**src/rtl/rtc_display_scan_if.sv**
```systemverilog
// Time-of-day load bus and multiplexed 7-segment display drive for rtc_display_scan.
interface rtc_display_scan_if;
  logic [5:0] seconds;
  logic [5:0] minutes;
  logic [4:0] hours;
  logic       load;
  logic       blank_lz;
  logic [6:0] seg;
  logic       dp;
  logic [5:0] an;
  logic       err;

  modport master (
    output seconds, minutes, hours, load, blank_lz,
    input  seg, dp, an, err
  );

  modport slave (
    input  seconds, minutes, hours, load, blank_lz,
    output seg, dp, an, err
  );
endinterface

```
**src/rtl/rtc_display_scan.sv**
```systemverilog
// Six-digit HH:MM:SS multiplexed 7-segment scanner with range-checked snapshot load,
// per-slot blanking and optional hours leading-zero suppression.
module rtc_display_scan #(
  parameter int unsigned SCAN_DIV     = 1000,
  parameter int unsigned BLANK_CYCLES = 4
) (
  input  logic              clk,
  input  logic              reset,
  rtc_display_scan_if.slave bus
);

  localparam logic [15:0] LAST_CNT   = 16'(SCAN_DIV - 1);
  localparam logic [15:0] LATCH_CNT  = 16'(BLANK_CYCLES - 1);
  localparam logic [15:0] LIT_START  = 16'(BLANK_CYCLES);

  logic [5:0]       sec_q, sec_d;
  logic [5:0]       min_q, min_d;
  logic [4:0]       hr_q,  hr_d;
  logic             err_q, err_d;
  logic [5:0][3:0]  bcd_q, bcd_d;
  logic [15:0]      cnt_q, cnt_d;
  logic [2:0]       idx_q, idx_d;
  logic [3:0]       dig_q, dig_d;
  logic             in_range;
  logic             lit;
  logic             lz_blank;
  logic             show;

  function automatic logic [3:0] tens_of(input logic [5:0] v);
    logic [5:0] t;
    t = v / 6'd10;
    return t[3:0];
  endfunction

  function automatic logic [3:0] units_of(input logic [5:0] v);
    logic [5:0] t;
    t = v % 6'd10;
    return t[3:0];
  endfunction

  function automatic logic [6:0] seg_enc(input logic [3:0] d);
    logic [6:0] s;
    case (d)
      4'd0:    s = 7'h3F;
      4'd1:    s = 7'h06;
      4'd2:    s = 7'h5B;
      4'd3:    s = 7'h4F;
      4'd4:    s = 7'h66;
      4'd5:    s = 7'h6D;
      4'd6:    s = 7'h7D;
      4'd7:    s = 7'h07;
      4'd8:    s = 7'h7F;
      4'd9:    s = 7'h6F;
      default: s = 7'h00;
    endcase
    return s;
  endfunction

  // Snapshot capture: all-or-nothing on a range-checked load; err tracks the latest load.
  always_comb begin
    sec_d    = sec_q;
    min_d    = min_q;
    hr_d     = hr_q;
    err_d    = err_q;
    in_range = (bus.seconds <= 6'd59) && (bus.minutes <= 6'd59) && (bus.hours <= 5'd23);
    if (bus.load) begin
      if (in_range) begin
        sec_d = bus.seconds;
        min_d = bus.minutes;
        hr_d  = bus.hours;
        err_d = 1'b0;
      end else begin
        err_d = 1'b1;
      end
    end
  end

  // BCD split of the snapshot, indexed by display digit position.
  always_comb begin
    bcd_d    = '0;
    bcd_d[0] = units_of(sec_q);
    bcd_d[1] = tens_of(sec_q);
    bcd_d[2] = units_of(min_q);
    bcd_d[3] = tens_of(min_q);
    bcd_d[4] = units_of({1'b0, hr_q});
    bcd_d[5] = tens_of({1'b0, hr_q});
  end

  // Slot timing and digit index; the shown digit is frozen on the last blank cycle
  // so a load landing mid-window cannot disturb the current slot.
  always_comb begin
    cnt_d = cnt_q + 16'd1;
    idx_d = idx_q;
    dig_d = dig_q;
    if (cnt_q == LAST_CNT) begin
      cnt_d = '0;
      idx_d = (idx_q == 3'd5) ? 3'd0 : idx_q + 3'd1;
    end
    if (cnt_q == LATCH_CNT) begin
      dig_d = bcd_q[idx_q];
    end
  end

  // Output decode straight from registers so reset clears the drive without a clock.
  always_comb begin
    lit      = (cnt_q >= LIT_START);
    lz_blank = bus.blank_lz && (idx_q == 3'd5) && (dig_q == 4'd0);
    show     = lit && !lz_blank;
    bus.an   = show ? (6'd1 << idx_q) : '0;
    bus.seg  = show ? seg_enc(dig_q) : '0;
    bus.dp   = show && ((idx_q == 3'd2) || (idx_q == 3'd4));
    bus.err  = err_q;
  end

  // State registers with asynchronous active-low reset.
  always_ff @(posedge clk or negedge reset) begin
    if (!reset) begin
      sec_q <= '0;
      min_q <= '0;
      hr_q  <= '0;
      err_q <= 1'b0;
      bcd_q <= '0;
      cnt_q <= '0;
      idx_q <= '0;
      dig_q <= '0;
    end else begin
      sec_q <= sec_d;
      min_q <= min_d;
      hr_q  <= hr_d;
      err_q <= err_d;
      bcd_q <= bcd_d;
      cnt_q <= cnt_d;
      idx_q <= idx_d;
      dig_q <= dig_d;
    end
  end

endmodule

```
**src/flat_wrapper.sv**
```systemverilog
// flat-port wrapper written by rule: the top's interface ports become plain ports
module rtc_display_scan_flat 
#(
  parameter int unsigned SCAN_DIV     = 1000,
  parameter int unsigned BLANK_CYCLES = 4
)
  (clk, reset, bus_seconds, bus_minutes, bus_hours, bus_load, bus_blank_lz, bus_seg, bus_dp, bus_an, bus_err);
  rtc_display_scan_if bus_i ();
  input  logic clk;
  input  logic reset;
  input wire logic [$bits(bus_i.seconds)-1:0] bus_seconds;
  input wire logic [$bits(bus_i.minutes)-1:0] bus_minutes;
  input wire logic [$bits(bus_i.hours)-1:0] bus_hours;
  input wire logic [$bits(bus_i.load)-1:0] bus_load;
  input wire logic [$bits(bus_i.blank_lz)-1:0] bus_blank_lz;
  output wire logic [$bits(bus_i.seg)-1:0] bus_seg;
  output wire logic [$bits(bus_i.dp)-1:0] bus_dp;
  output wire logic [$bits(bus_i.an)-1:0] bus_an;
  output wire logic [$bits(bus_i.err)-1:0] bus_err;
  assign bus_i.seconds = bus_seconds;
  assign bus_i.minutes = bus_minutes;
  assign bus_i.hours = bus_hours;
  assign bus_i.load = bus_load;
  assign bus_i.blank_lz = bus_blank_lz;
  assign bus_seg = bus_i.seg;
  assign bus_dp = bus_i.dp;
  assign bus_an = bus_i.an;
  assign bus_err = bus_i.err;
  rtc_display_scan #(.SCAN_DIV(SCAN_DIV), .BLANK_CYCLES(BLANK_CYCLES)) u_core (.clk(clk), .reset(reset), .bus(bus_i));
endmodule
```
**config.mk**
```make
export PLATFORM = sky130hd
export DESIGN_NAME = rtc_display_scan_flat
export DESIGN_NICKNAME = d
export VERILOG_FILES = /design/src/rtl/rtc_display_scan_if.sv /design/src/rtl/rtc_display_scan.sv /design/src/flat_wrapper.sv
export SDC_FILE = /design/constraint.sdc
export NUM_CORES = 1
export LEC_CHECK = 0
export CORE_MARGIN = 10
export CORE_UTILIZATION = 45
export DETAILED_ROUTE_END_ITERATION = 8
export GPL_ROUTABILITY_DRIVEN = 1
export PLACE_DENSITY = 0.73
export SYNTH_ARGS = -nofsm -noshare
export SYNTH_HDL_FRONTEND = slang
export SYNTH_SLANG_ARGS = --single-unit
export TNS_END_PERCENT = 100
```
**constraint.sdc**
```tcl
create_clock -name clk -period 3.8 [get_ports clk]
set_clock_uncertainty 0.1 [all_clocks]
set_input_delay 1.14 -clock clk [delete_from_list [all_inputs] [get_ports clk]]
set_output_delay 1.14 -clock clk [all_outputs]
set_load 0.05 [all_outputs]
```
# Word-level counts from Yosys, hierarchy flattened
# Memory sizes are Yosys's and may differ from the RTL's.
# Index checks and enable logic that the tools add are counted.
[totals]
register_bits = 65
rom_bits = 112
in_bits = 21
out_inout_bits = 15
elab_cells = 50
mem_count = 1
[op_classes]
n_addsub = 2
n_div = 6
n_lt_le_gt_ge = 5
n_eq_ne = 5
shifts = 1
n_mux = 7
n_reduce_logical = 10
[memory_table]
columns = ["name", "words", "word_bits", "read_ports", "rd_clocked_by_memory_dff", "wr", "line_no", "text"]
rows = [
  ["(name not given)", 16, 7, 1, 0, 0, "rtc_display_scan.sv:43", "case (d)"],
]
[ops]
columns = ["operator", "count"]
rows = [
  ["adder 16 x 1 -> 16 bit (second input constant)", 1],
  ["equality test 16 x 10 -> 1 bit (second input constant)", 1],
  ["equality test 16 x 2 -> 1 bit (second input constant)", 1],
  ["greater-or-equal comparator 16 x 3 -> 1 bit (second input constant)", 1],
  ["two-way mux 16 bit", 1],
  ["binary-select mux 4 bit (select 3 bit)", 1],
  ["divider 6 x 4 -> 6 bit (second input constant)", 2],
  ["<= comparator 6 bit (second input constant)", 2],
  ["modulo 6 x 4 -> 6 bit (second input constant)", 2],
  ["two-way mux 7 bit", 1],
  ["divider 5 x 4 -> 6 bit (second input constant)", 1],
  ["equality test 3 bit (second input constant)", 2],
  ["logical AND 1 bit", 6],
  ["modulo 5 x 4 -> 6 bit (second input constant)", 1],
  ["two-way mux 6 bit", 1],
  ["<< shifter 1 x 3 -> 6 bit (first input constant)", 1],
  ["<= comparator 5 bit (second input constant)", 1],
  ["zero test 4 bit", 1],
  ["< comparator 3 x 4 -> 1 bit (second input constant)", 1],
  ["two-way mux 4 bit", 1],
  ["adder 3 x 1 -> 3 bit (second input constant)", 1],
  ["equality test 3 x 2 -> 1 bit (second input constant)", 1],
  ["two-way mux 3 bit", 1],
  ["AND reduction 2 bit", 1],
  ["other kinds (3)", 3],
]

# Logic depth before layout (Yosys ltp)
[depth]
word_depth = 6
ltp_mapped = 9

# Worst setup path after synthesis
# No wires, ideal clock.
[synth_path]
path_type = "input to output"
startpoint = "in bus_blank_lz"
endpoint = "out bus_seg[0]"
arrival_ps = 2175
setup_slack_ps = 385
path_stages = 3
path_buffers = 0
cell_sequence = "inv_1 o41ai_2 nor2_1"
[synth_via]
elab_chain_cells = 5
[synth_rtl]
columns = ["item", "line_no", "text"]
rows = [
  ["start: declaration", "flat_wrapper.sv:15", "input wire logic [$bits(bus_i.blank_lz)-1:0] bus_blank_lz;"],
  ["logical AND 1 bit (2 in a row)", "rtc_display_scan.sv:107", "lz_blank = bus.blank_lz && (idx_q == 3'd5) && (dig_q == 4'd0);"],
  ["zero test 1 bit", "rtc_display_scan.sv:108", "show = lit && !lz_blank;"],
  ["logical AND 1 bit", "rtc_display_scan.sv:108", ""],
  ["two-way mux 7 bit", "rtc_display_scan.sv:110", "bus.seg = show ? seg_enc(dig_q) : '0;"],
  ["end: declaration", "flat_wrapper.sv:16", "output wire logic [$bits(bus_i.seg)-1:0] bus_seg;"],
]
# Every way passes these cells.

# Worst setup path in the final report
[layout_path]
startpoint = "reg u_core.cnt_q[3]"
endpoint = "out bus_an[4]"
[layout_via]
elab_chain_cells = 3
[layout_rtl]
columns = ["item", "line_no", "text"]
rows = [
  ["start: declaration", "rtc_display_scan.sv:21", "logic [15:0] cnt_q, cnt_d;"],
  ["start signal: assignment", "rtc_display_scan.sv:132", "cnt_q <= cnt_d;"],
  ["greater-or-equal comparator 16 x 3 -> 1 bit", "rtc_display_scan.sv:106", "lit = (cnt_q >= LIT_START);"],
  ["logical AND 1 bit", "rtc_display_scan.sv:108", ""],
  ["two-way mux 6 bit", "rtc_display_scan.sv:109", "bus.an = show ? (6'd1 << idx_q) : '0;"],
  ["end: declaration", "flat_wrapper.sv:18", "output wire logic [$bits(bus_i.an)-1:0] bus_an;"],
]
# Every way passes these cells.

==> results.md <==
* Status: finished, final reports clean
* Core area at 7210 um2
* Main area contributors after synthesis: dfrtp_1 46%, mux2_2 7.1%, ha_1 4.2%
* DP Cell Count at 448
* Post-synthesis cell area at 3310 um2
* Ratio of cells with drive above 1 in the final layout at 18.4%
* Hold Vio Cnt, Final at 0
* DR WL met3 at 365 um
* Post-Syn Instances at 321
* ANT nets after route at 0
* CTS Root Cell: clkbuf_8
* Worst-Skew Late Latency at 0.34 ns
* GRT overflow at 0
* H-Tree Depth at 3
* Max-cap check violation count at 0
* GR Util All Layers at 11.8%
* DR vias at 2373
* Post-DP HPWL at 4730 um
* Synthesized net count at 353
* Simple-gate portion of the synthesized area at 18.7%
* CP max FO at 7
* I/O Buffers at 35
* Post-Synth XOR/XNOR Area at 4.49%
* Sequential Area at 1530 um2
* Fill count at 651
* Detailed router's first-iteration violation count at 54
* CTS Sinks at 61
* Share of the synthesized area in the top cell type at 46.1%
* Core Rows at 31
* Initial antenna violation count at 0
* First-pass GRT wire length at 11000 um
* Post-DR vias/cell at 5.11
* Synth async-reset ratio at 100%
* I/O pin total at 36
* Mean Syn Cell Area at 10.3 um2
* WL per Instance at 13.6 um
* GP Congestion at 0.806
* Die Y at 106 um
* Largest net degree at the start of global routing at 32
* Area after DPL at 3750 um2
* Sum Neg Setup Slack at 0 ns
* Static Leak at 1.78 nW
* Tightest Hold Check Type: reg -> reg
* Vias in the first global route at 2447
* CP arrival at 2.45 ns
* Post-Synth Adder-Cell Area at 4.45%
* EDFF count, synth at 0
* N_diodes at 0
* Top Metal Used: met4
* Worst-path clk slew at 0.07 ns
* Total design power at 2.16 mW
* Synth Area in Compound Gates at 11.3%
* Worst setup path class: reg -> out
* TritonCTS Buffers at 9
* Final setup vio count at 0
* Crit path capture type: output port
* Cell Pwr Density at 541 nW/um2
* Bufs on Longest Clock Path at 2
* Nets at 392
* CP max-delay cell: clkdlybuf4s50_1
* Die area at 11200 um2
* Slew @ Worst Pin at 0.711 ns
* Synth-to-layout area growth at 20.2%
* DRC viols at 0
* Sequential area share after synthesis at 46.1%
* Yosys reg bits at 61
* Post-synthesis mux area share at 11.4%
* Drt total wl at 6310 um
* Critical path startpoint category: flop
* Multi-input logic area at 1670 um2
* Crit-path cells: nor4_4 > nand4_2 > or2b_1 > nor2_1 > clkdlybuf4s50_1
* Routed met1 length at 2920 um
* Largest family of logic cells by synthesized area: simple AND/OR/NAND/NOR gates
* Slew headroom at 52.6%
* Fin. max-slew vios at 0
* Final cell count without fillers at 464
* Fmax at 271 MHz
* DIE WIDTH at 106 um
* Top_reg_cell synth: dfrtp_1
* Period utilization at 97.2%
* Area leader, netlist: dfrtp_1
* CP required at 2.56 ns
* Syn. warnings at 0
* CTS tree: yes
* Min cycle time layout at 3.69 ns
* Wire length on met2 at 2930 um
* Initial Utilization at 45.9%
* Yosys cell types at 55
* Design Area, Final at 3990 um2
* Detailed Routing Iterations Pass 1 at 4
* Unrepaired setup endpoints after global routing: false
* Worst IR Drop VDD at 0.000296 V
* CP peak stage delay at 0.70 ns
-- synthesized netlist by cell type (3+ instances only) --
| library cell | count |
|---|---|
| dfrtp_1 | 61 |
| nor2_1 | 33 |
| mux2_2 | 21 |
| a21oi_1 | 19 |
| nand2_1 | 19 |
| inv_1 | 18 |
| o21ai_0 | 17 |
| nand2b_1 | 15 |
| ha_1 | 11 |
| xnor2_1 | 9 |
| mux2i_1 | 8 |
| xor2_1 | 8 |
| clkbuf_1 | 7 |
| nor2b_1 | 6 |
| buf_2 | 5 |
| nand3_1 | 5 |
| nor3_1 | 5 |
| nand4_1 | 4 |
| and4_1 | 3 |
| nor4_2 | 3 |
| o21a_1 | 3 |
-- stage by stage --
step	worst slack, ns	util [%]	hold WS, ns
finish	0.106	55.2	0.272
global route	0.000885	55.2	0.291
CTS	0.0688	55.2	0.275
detailed placement	0.168	51.9	0.261
global placement	0.185	51.9	0.259
floorplan	0.385	-	0.249
-- cells in the final DEF (no fill, tap or decap), types with 9 or more instances in the layout --
cell type,synthesis,layout
mux2_2,21,21
o21ai_0,17,17
nor2_1,33,33
xnor2_1,9,9
dfrtp_1,61,61
inv_1,18,18
clkbuf_8,0,11
buf_4,0,14
clkdlybuf4s50_1,0,23
ha_1,11,11
nand2_1,19,19
a21oi_1,19,19
nand2b_1,15,15
-- state kept, by name, indices dropped and copies added (netlist names) --
signal and flops:
u_core.bcd_q 20, u_core.min_q 6, u_core.bus.err 1, u_core.sec_q 6, u_core.hr_q 5, u_core.cnt_q 16, u_core.dig_q 4, u_core.idx_q 3
-- area by class of cell --
| cell class | instances | area share (%) |
|---|---|---|
| Sequential cell | 61 | 38.3 |
| Clock inverter | 5 | 2.04 |
| Clock buffer | 11 | 3.80 |
| Timing Repair Buffer | 40 | 9.17 |
| Multi-Input combinational cell | 230 | 41.9 |
| Inverter | 18 | 1.70 |
| Tap cell | 99 | 3.11 |
-- worst paths after layout --
path | cells after the start | from | end | slack [ns]
worst min-delay path | 0 | u_core.sec_q[0]$_DFFE_PN0P_ | u_core.bcd_q[0]$_DFF_PN0_ | 0.27
worst max-delay path | 5 | u_core.cnt_q[3]$_DFF_PN0_ | bus_an[4] | 0.11
worst max register to register | 8 | u_core.sec_q[2]$_DFFE_PN0P_ | u_core.bcd_q[3]$_DFF_PN0_ | 1.67
worst min register to register | 0 | u_core.sec_q[0]$_DFFE_PN0P_ | u_core.bcd_q[0]$_DFF_PN0_ | 0.27
min in group asynchronous | 1 | reset | u_core.cnt_q[15]$_DFF_PN0_ | 0.74
max in group asynchronous | 2 | reset | u_core.sec_q[0]$_DFFE_PN0P_ | 2.16
-- logic make-up (layout without fill, tap and decap cells) --
kind of cell,count (synthesis),in the layout
and+or+nand+nor,111,111
DFF,61,61
AOI/OAI and AO/OA,58,58
muxes,32,32
buffers and inverters,30,74
xor gates and xnor gates,17,17
adders and majority gates,12,12
-- power by group --
part	leakage, nW	switching [mW]	internal, mW
registers	0.751	0.0953	0.760
clock network	0.116	0.255	0.406
logic	0.910	0.370	0.270
total	1.78	0.720	1.44
-- worst max-delay path: cells and delay by family (launching register included) --
kind	cells	cell delay, ns
and+or+nand+nor	4	0.96
DFF	1	0.45
buffers and inverters	1	0.70
-- layer usage --
metal	track usage, %	vias to the layer above
met4	3.77	0
met2	18.5	49
li1	-	1204
met3	4.93	12
met5	0	-
met1	14.4	1108
-- what timing repair did --
item                                    CTS  global route
hold buffers                              0             0
endpoints found under the setup margin    0             2
gates resized for setup                   0             2
buffers inserted                          0             0
Note: power is estimated with default switching activity, not from simulation.
==> RTL edit 1, RTL diff (same flow settings) <==
Take the reset off `hr_q` and load it in a clocked block of its own.
--- a/src/rtl/rtc_display_scan.sv
+++ b/src/rtl/rtc_display_scan.sv
@@ -117,7 +117,6 @@
     if (!reset) begin
       sec_q <= '0;
       min_q <= '0;
-      hr_q  <= '0;
       err_q <= 1'b0;
       bcd_q <= '0;
       cnt_q <= '0;
@@ -126,7 +125,6 @@
     end else begin
       sec_q <= sec_d;
       min_q <= min_d;
-      hr_q  <= hr_d;
       err_q <= err_d;
       bcd_q <= bcd_d;
       cnt_q <= cnt_d;
@@ -135,5 +133,9 @@
     end
   end
 
+  always_ff @(posedge clk) begin
+    hr_q <= hr_d;
+  end
+
 endmodule
 
Check against the original RTL: no difference found for any inputs over 10 cycles, from zero or initial values and one cycle with reset low; that may be too few to reach the edited logic, so the function may still have changed.
==> RTL edit 1 against the unedited design <==
Wire length decreased by 2.4%; power decreased by 4.8%; sequential cell count unchanged; worst setup slack got worse by 0.044 ns; critical path type is now in -> out; synthesized area about the same; via count increased by 1.6%; final area decreased by 0.60%.
==> RTL edit 1: results (changes against the unedited design) <==
CELLLEAKAGEPOWER_nW=1.774  # -0.17%
GRT_MAX_DEGREE=30  # -6.3%
STARTPOINT='bus_blank_lz'
NUMBER_OF_NETS_PRODUCED_BY_SYNTHESIS=355  # +0.57%
RUN_STATUS='finished clean'
MAX_STAGE_DELAY_NS=0.46  # -0.24 ns
ORIGIN_OF_THE_WORST_MIN_DELAY_PATH='u_core.hr_q[0]'
XOR_XNOR_FRACTION_OF_SYNTH_AREA_PCT=5.017  # +0.52 points
MAX_SLEW_MARGIN_PCT=58.98  # +6.4 points
SYNTH_AREA_PER_CELL_UM2=10.27  # -0.54%
HPWL_UM=4627  # -2.1%
NETSWITCHINGPOWER_mW=0.7039  # -2.3%
POSTSYNTH.ASYNCRESETSHARE_PCT=91.80  # -8.2 points
SEQ_AREA_FRAC_SYNTH_PCT=46.77  # +0.72 points
WORST-ENDPOINT-ARRIVAL_NS=2.50  # +0.05 ns
FILLERS=673  # +3.4%
PLACEMENT.IO_BUFFERS=35  # unchanged
DRT_ITER0_DRC=97  # +80%
SYNTH-COMPOUND-AREA-SHARE_PCT=10.98  # -0.35 points
ROUTABILITYCONGESTION=0.7808  # -3.1%
REG2REG_SETUP_SLACK_NS=1.64  # -0.03 ns
NETLIST_TOP_CELLS_AREA='sky130_fd_sc_hd__dfrtp_1 (42%), sky130_fd_sc_hd__mux2_2 (5.4%), sky130_fd_sc_hd__edfxtp_1 (4.5%)'
SYNTH.DISTINCT_CELLS=57  # +3.6%
MIN_DELAY_ENDPOINT='u_core.bcd_q[16]'
HOLD_WS_NS=0.2755  # +0.003602 ns
H-TREE-DEPTH=3  # unchanged
VDD.IR_DROP.WORST_uV=245.4  # -17%
SYNTH_ENABLE_FLOP_CELLS=5  # +5
ROUTE.FINAL.WIRE_LENGTH_UM=6151  # -2.4%
SYNTH_COMMONEST_CELLS='sky130_fd_sc_hd__dfrtp_1 (56), sky130_fd_sc_hd__nor2_1 (37), sky130_fd_sc_hd__inv_1 (19), sky130_fd_sc_hd__nand2_1 (19), sky130_fd_sc_hd__a21oi_1 (17)'
GRT.TOTAL_USAGE_PCT=11.76  # -0.014 points
FIRST_GLOBAL_VIAS=2425  # -0.90%
ROUTEDWLPERCELL_UM=13.26  # -2.4%
GRT_PASS1_WL_UM=10920  # -1.1%
R2R_START='u_core.sec_q[4]'
POST_SYNTH_MUX_AREA_SHARE_PCT=9.657  # -1.7 points
DRIVE_ABOVE_1_SHARE_PCT=17.53  # -0.82 points
==> RTL edit 1: through the flow <==
step	area [um^2]	setup WS, ns
after detailed placement	3746	0.06064
after global routing	3961	0.001484
final	3961	0.06148
after global placement	3746	0.09927
after CTS	3956	0.04687
after floorplan	3317	0.3847
==> RTL edit 1: final cells by class <==
type | instances | area [um^2] | share of cell area [%]
multi-input cells | 228 | 1632 | 41.19
flip-flops and latches | 61 | 1551 | 39.17
clock inverters | 5 | 58.81 | 1.485
inverters | 19 | 71.32 | 1.800
well taps | 99 | 123.9 | 3.127
clock buffers | 11 | 151.4 | 3.822
repair buffers | 41 | 372.9 | 9.413
==> RTL edit 1: critical path, delay by kind of cell <==
family	cells	cell delay, ns
compound gates	1	0.40
buf+inv	4	0.91
simple gates	1	0.05
==> RTL edit 1: how the worst max path moves through the flow <==
stage,to,slack [ns],cells past startpoint
after floorplan,bus_seg[0],0.38,3
after global placement,bus_seg[1],0.1,6
after detailed placement,bus_seg[1],0.06,6
after CTS,bus_seg[1],0.05,6
after global routing,bus_seg[1],0.001,6
final,bus_seg[1],0.06,6
==> RTL edit 1: routing by layer <==
metal	up-vias	track usage (%)	part of all wire (%)	wire length [um]
met5	-	0	0	0
met4	0	4.255	1.3	81
met3	9	4.994	5.8	357
met2	58	18.86	47	2904
met1	1146	13.76	46	2808
li1	1197	-	-	-
==> RTL edit 1: repair_timing <==
action | 4_1_cts | 5_1_grt
endpoints found under the hold margin | 0 | 0
resized for setup | 0 | 2
endpoints found under the setup margin | 0 | 2
==> RTL edit 1: power groups by stage <==
stage	Combinational, mW	Clock, mW	Sequential [mW]
2_1_floorplan	0.489	0	0.806
3_3_place_gp	0.601	0	0.853
5_1_grt	0.683	0.642	0.865
3_5_place_dp	0.614	0	0.860
6_report	0.610	0.595	0.848
4_1_cts	0.617	0.608	0.847
==> RTL edit 1: cell families (layout without fill, tap and decap cells) <==
kind of cell / after synthesis / in the layout
AOI/OAI and AO/OA: 56 / 56
xor gates and xnor gates: 19 / 19
adders and majority gates: 12 / 12
buffers and inverters: 34 / 76
DFF: 61 / 61
muxes: 27 / 27
and+or+nand+nor: 114 / 114
==> RTL edit 2, RTL diff (same flow settings) <==
Made on the original files. `SCAN_DIV` is set to 1000 in 2 places; all go to 500.
--- a/src/rtl/rtc_display_scan.sv
+++ b/src/rtl/rtc_display_scan.sv
@@ -1,7 +1,7 @@
 // Six-digit HH:MM:SS multiplexed 7-segment scanner with range-checked snapshot load,
 // per-slot blanking and optional hours leading-zero suppression.
 module rtc_display_scan #(
-  parameter int unsigned SCAN_DIV     = 1000,
+  parameter int unsigned SCAN_DIV     = 500,
   parameter int unsigned BLANK_CYCLES = 4
 ) (
   input  logic              clk,
--- a/src/flat_wrapper.sv
+++ b/src/flat_wrapper.sv
@@ -1,7 +1,7 @@
 // flat-port wrapper written by rule: the top's interface ports become plain ports
 module rtc_display_scan_flat 
 #(
-  parameter int unsigned SCAN_DIV     = 1000,
+  parameter int unsigned SCAN_DIV     = 500,
   parameter int unsigned BLANK_CYCLES = 4
 )
   (clk, reset, bus_seconds, bus_minutes, bus_hours, bus_load, bus_blank_lz, bus_seg, bus_dp, bus_an, bus_err);
Formal check against the unedited RTL: no difference found for any inputs over 10 cycles, from zero or initial values and one cycle with reset low; that may be too few to reach the edited logic, so the function may still have changed.
==> RTL edit 2 against the unedited design <==
Synthesized area rose by 0.26%; critical endpoint unchanged; sequential share of layout area increased by 0.51 points; largest cell class unchanged; power shrank 4.5%; critical path type is now in -> out; wire length did not move; synthesized cell count grew 0.62%; sequential cell count is the same; critical path depth rose by 1; cell count shrank 0.43%; worst setup slack improved by 0.080 ns; final area fell by 1.3%; core utilization down 0.73 points.
==> RTL edit 2: results (changes against the unedited design) <==
RUN_STATUS='finished clean'
ROUTABILITYCONGESTION=0.8242  # +2.3%
SEQ_AREA_FRAC_SYNTH_PCT=45.93  # -0.12 points
CRITICAL_PATH.MAX_FANOUT=8  # +1
STARTPOINT='bus_blank_lz'
MAX_SLEW_MARGIN_PCT=31.26  # -21 points
MULTI_INPUT_COMB_AREA_UM2=1683  # +0.82%
YS_WARN_COUNT=0  # unchanged
SYNTH_COMMONEST_CELLS='sky130_fd_sc_hd__dfrtp_1 (61), sky130_fd_sc_hd__nor2_1 (35), sky130_fd_sc_hd__mux2_2 (22)'
SIGNAL_BUFFER_AREA_FRACTION_PCT=8.845  # -0.32 points
FILLERS=654  # +0.46%
REG2REG_SETUP_SLACK_NS=1.52  # -0.15 ns
POSTPLACECELLAREA_UM2=3741  # -0.17%
GRT_PASS1_WL_UM=11030  # about the same
DRT_ITER0_DRC=152  # +180%
VDD.IR_DROP.WORST_uV=231.9  # -22%
NUMBER_OF_NETS_PRODUCED_BY_SYNTHESIS=355  # +0.57%
HPWL_UM=4710  # -0.39%
SYNTH.DISTINCT_CELLS=56  # +1.8%
DRIVE_ABOVE_1_SHARE_PCT=18.73  # +0.38 points
CELL_TYPE_GROUP_WITH_THE_LARGEST_TOTAL_DELAY_ON_THE_CRITICAL_PATH='buffers and inverters'
PRE_CTS_SLACK_NS=0.1788  # +0.01106 ns
P_COMB_mW=0.657  # +3%
R2R_START='u_core.sec_q[3]'
CLOCK_POWER_SHARE_PCT=26.7  # -4.0 points
GRT_MAX_DEGREE=49  # +53%
SYNTH-COMPOUND-AREA-SHARE_PCT=10.09  # -1.2 points
NETLIST_TOP_CELLS_AREA='sky130_fd_sc_hd__dfrtp_1 (46%), sky130_fd_sc_hd__mux2_2 (7.5%), sky130_fd_sc_hd__ha_1 (4.1%)'
VIASPERCELL=5.290  # +3.4%
FIRST_GLOBAL_VIAS=2377  # -2.9%
INTERNAL_POWER_mW=1.335  # -7.0%
ROUTE.FINAL.WIRE_LENGTH_UM=6305  # unchanged
MAX_STAGE_DELAY_NS=0.45  # -0.25 ns
CELLLEAKAGEPOWER_nW=1.723  # -3.0%
MULTI_INPUT_AREA_SHARE_PCT=42.79  # +0.91 points
NUMBER_OF_INVERTERS_OUTSIDE_THE_CLOCK_CLASS_IN_THE_LAYOUT=16  # -2
AREA_SHARE_CLOCK_BUF_INV_PCT=4.868  # -0.97 points
SHARE_OF_SYNTHESIZED_CELL_AREA_IN_FULL_ADDER_HALF_ADDER_AND_MAJORITY_CELLS_PCT=4.142  # -0.31 points
POST_SYNTH_MUX_AREA_SHARE_PCT=12.88  # +1.5 points
INSERTEDDIODECOUNT=0  # unchanged
CLK_PIN_SLEW_WORST_PATHS_NS=0.07  # about the same
WORST-ENDPOINT-ARRIVAL_NS=2.37  # -0.08 ns
PERIOD_MINUS_SLACK_NS=3.614  # -0.07988 ns
XOR_XNOR_FRACTION_OF_SYNTH_AREA_PCT=5.535  # +1.0 points
FINAL_NET_COUNT=390  # -0.51%
TIMING.CRITICAL_PATH.TO='bus_an[4]'
## RTL edit 2: changes by cell type after synthesis, sizes merged, moves of 5 or more
cell	unedited run	this run
a21oi	19	14
xnor2	9	15
o21ai	17	10
nand2b	15	8
## RTL edit 2: per-layer routing
metal | vias up | global-route usage, % | wire, um
met5 | - | 0 | 0
met4 | 0 | 2.224 | 40
met3 | 6 | 5.374 | 324
met2 | 43 | 19.21 | 3079
met1 | 1189 | 13.94 | 2862
li1 | 1206 | - | -
## RTL edit 2: metrics by stage
step / TNS (ns) / instances / util (%) / hold WS (ns) / total power, mW
2_1_floorplan: -0.4379 / 323 / - / 0.2486 / 1.338
3_3_place_gp: 0 / 446 / 51.86 / 0.2622 / 1.506
6_report: 0 / 462 / 54.51 / 0.2886 / 2.058
3_5_place_dp: 0 / 446 / 51.86 / 0.2642 / 1.528
4_1_cts: 0 / 462 / 54.51 / 0.2914 / 2.085
5_1_grt: 0 / 462 / 54.51 / 0.3162 / 2.196
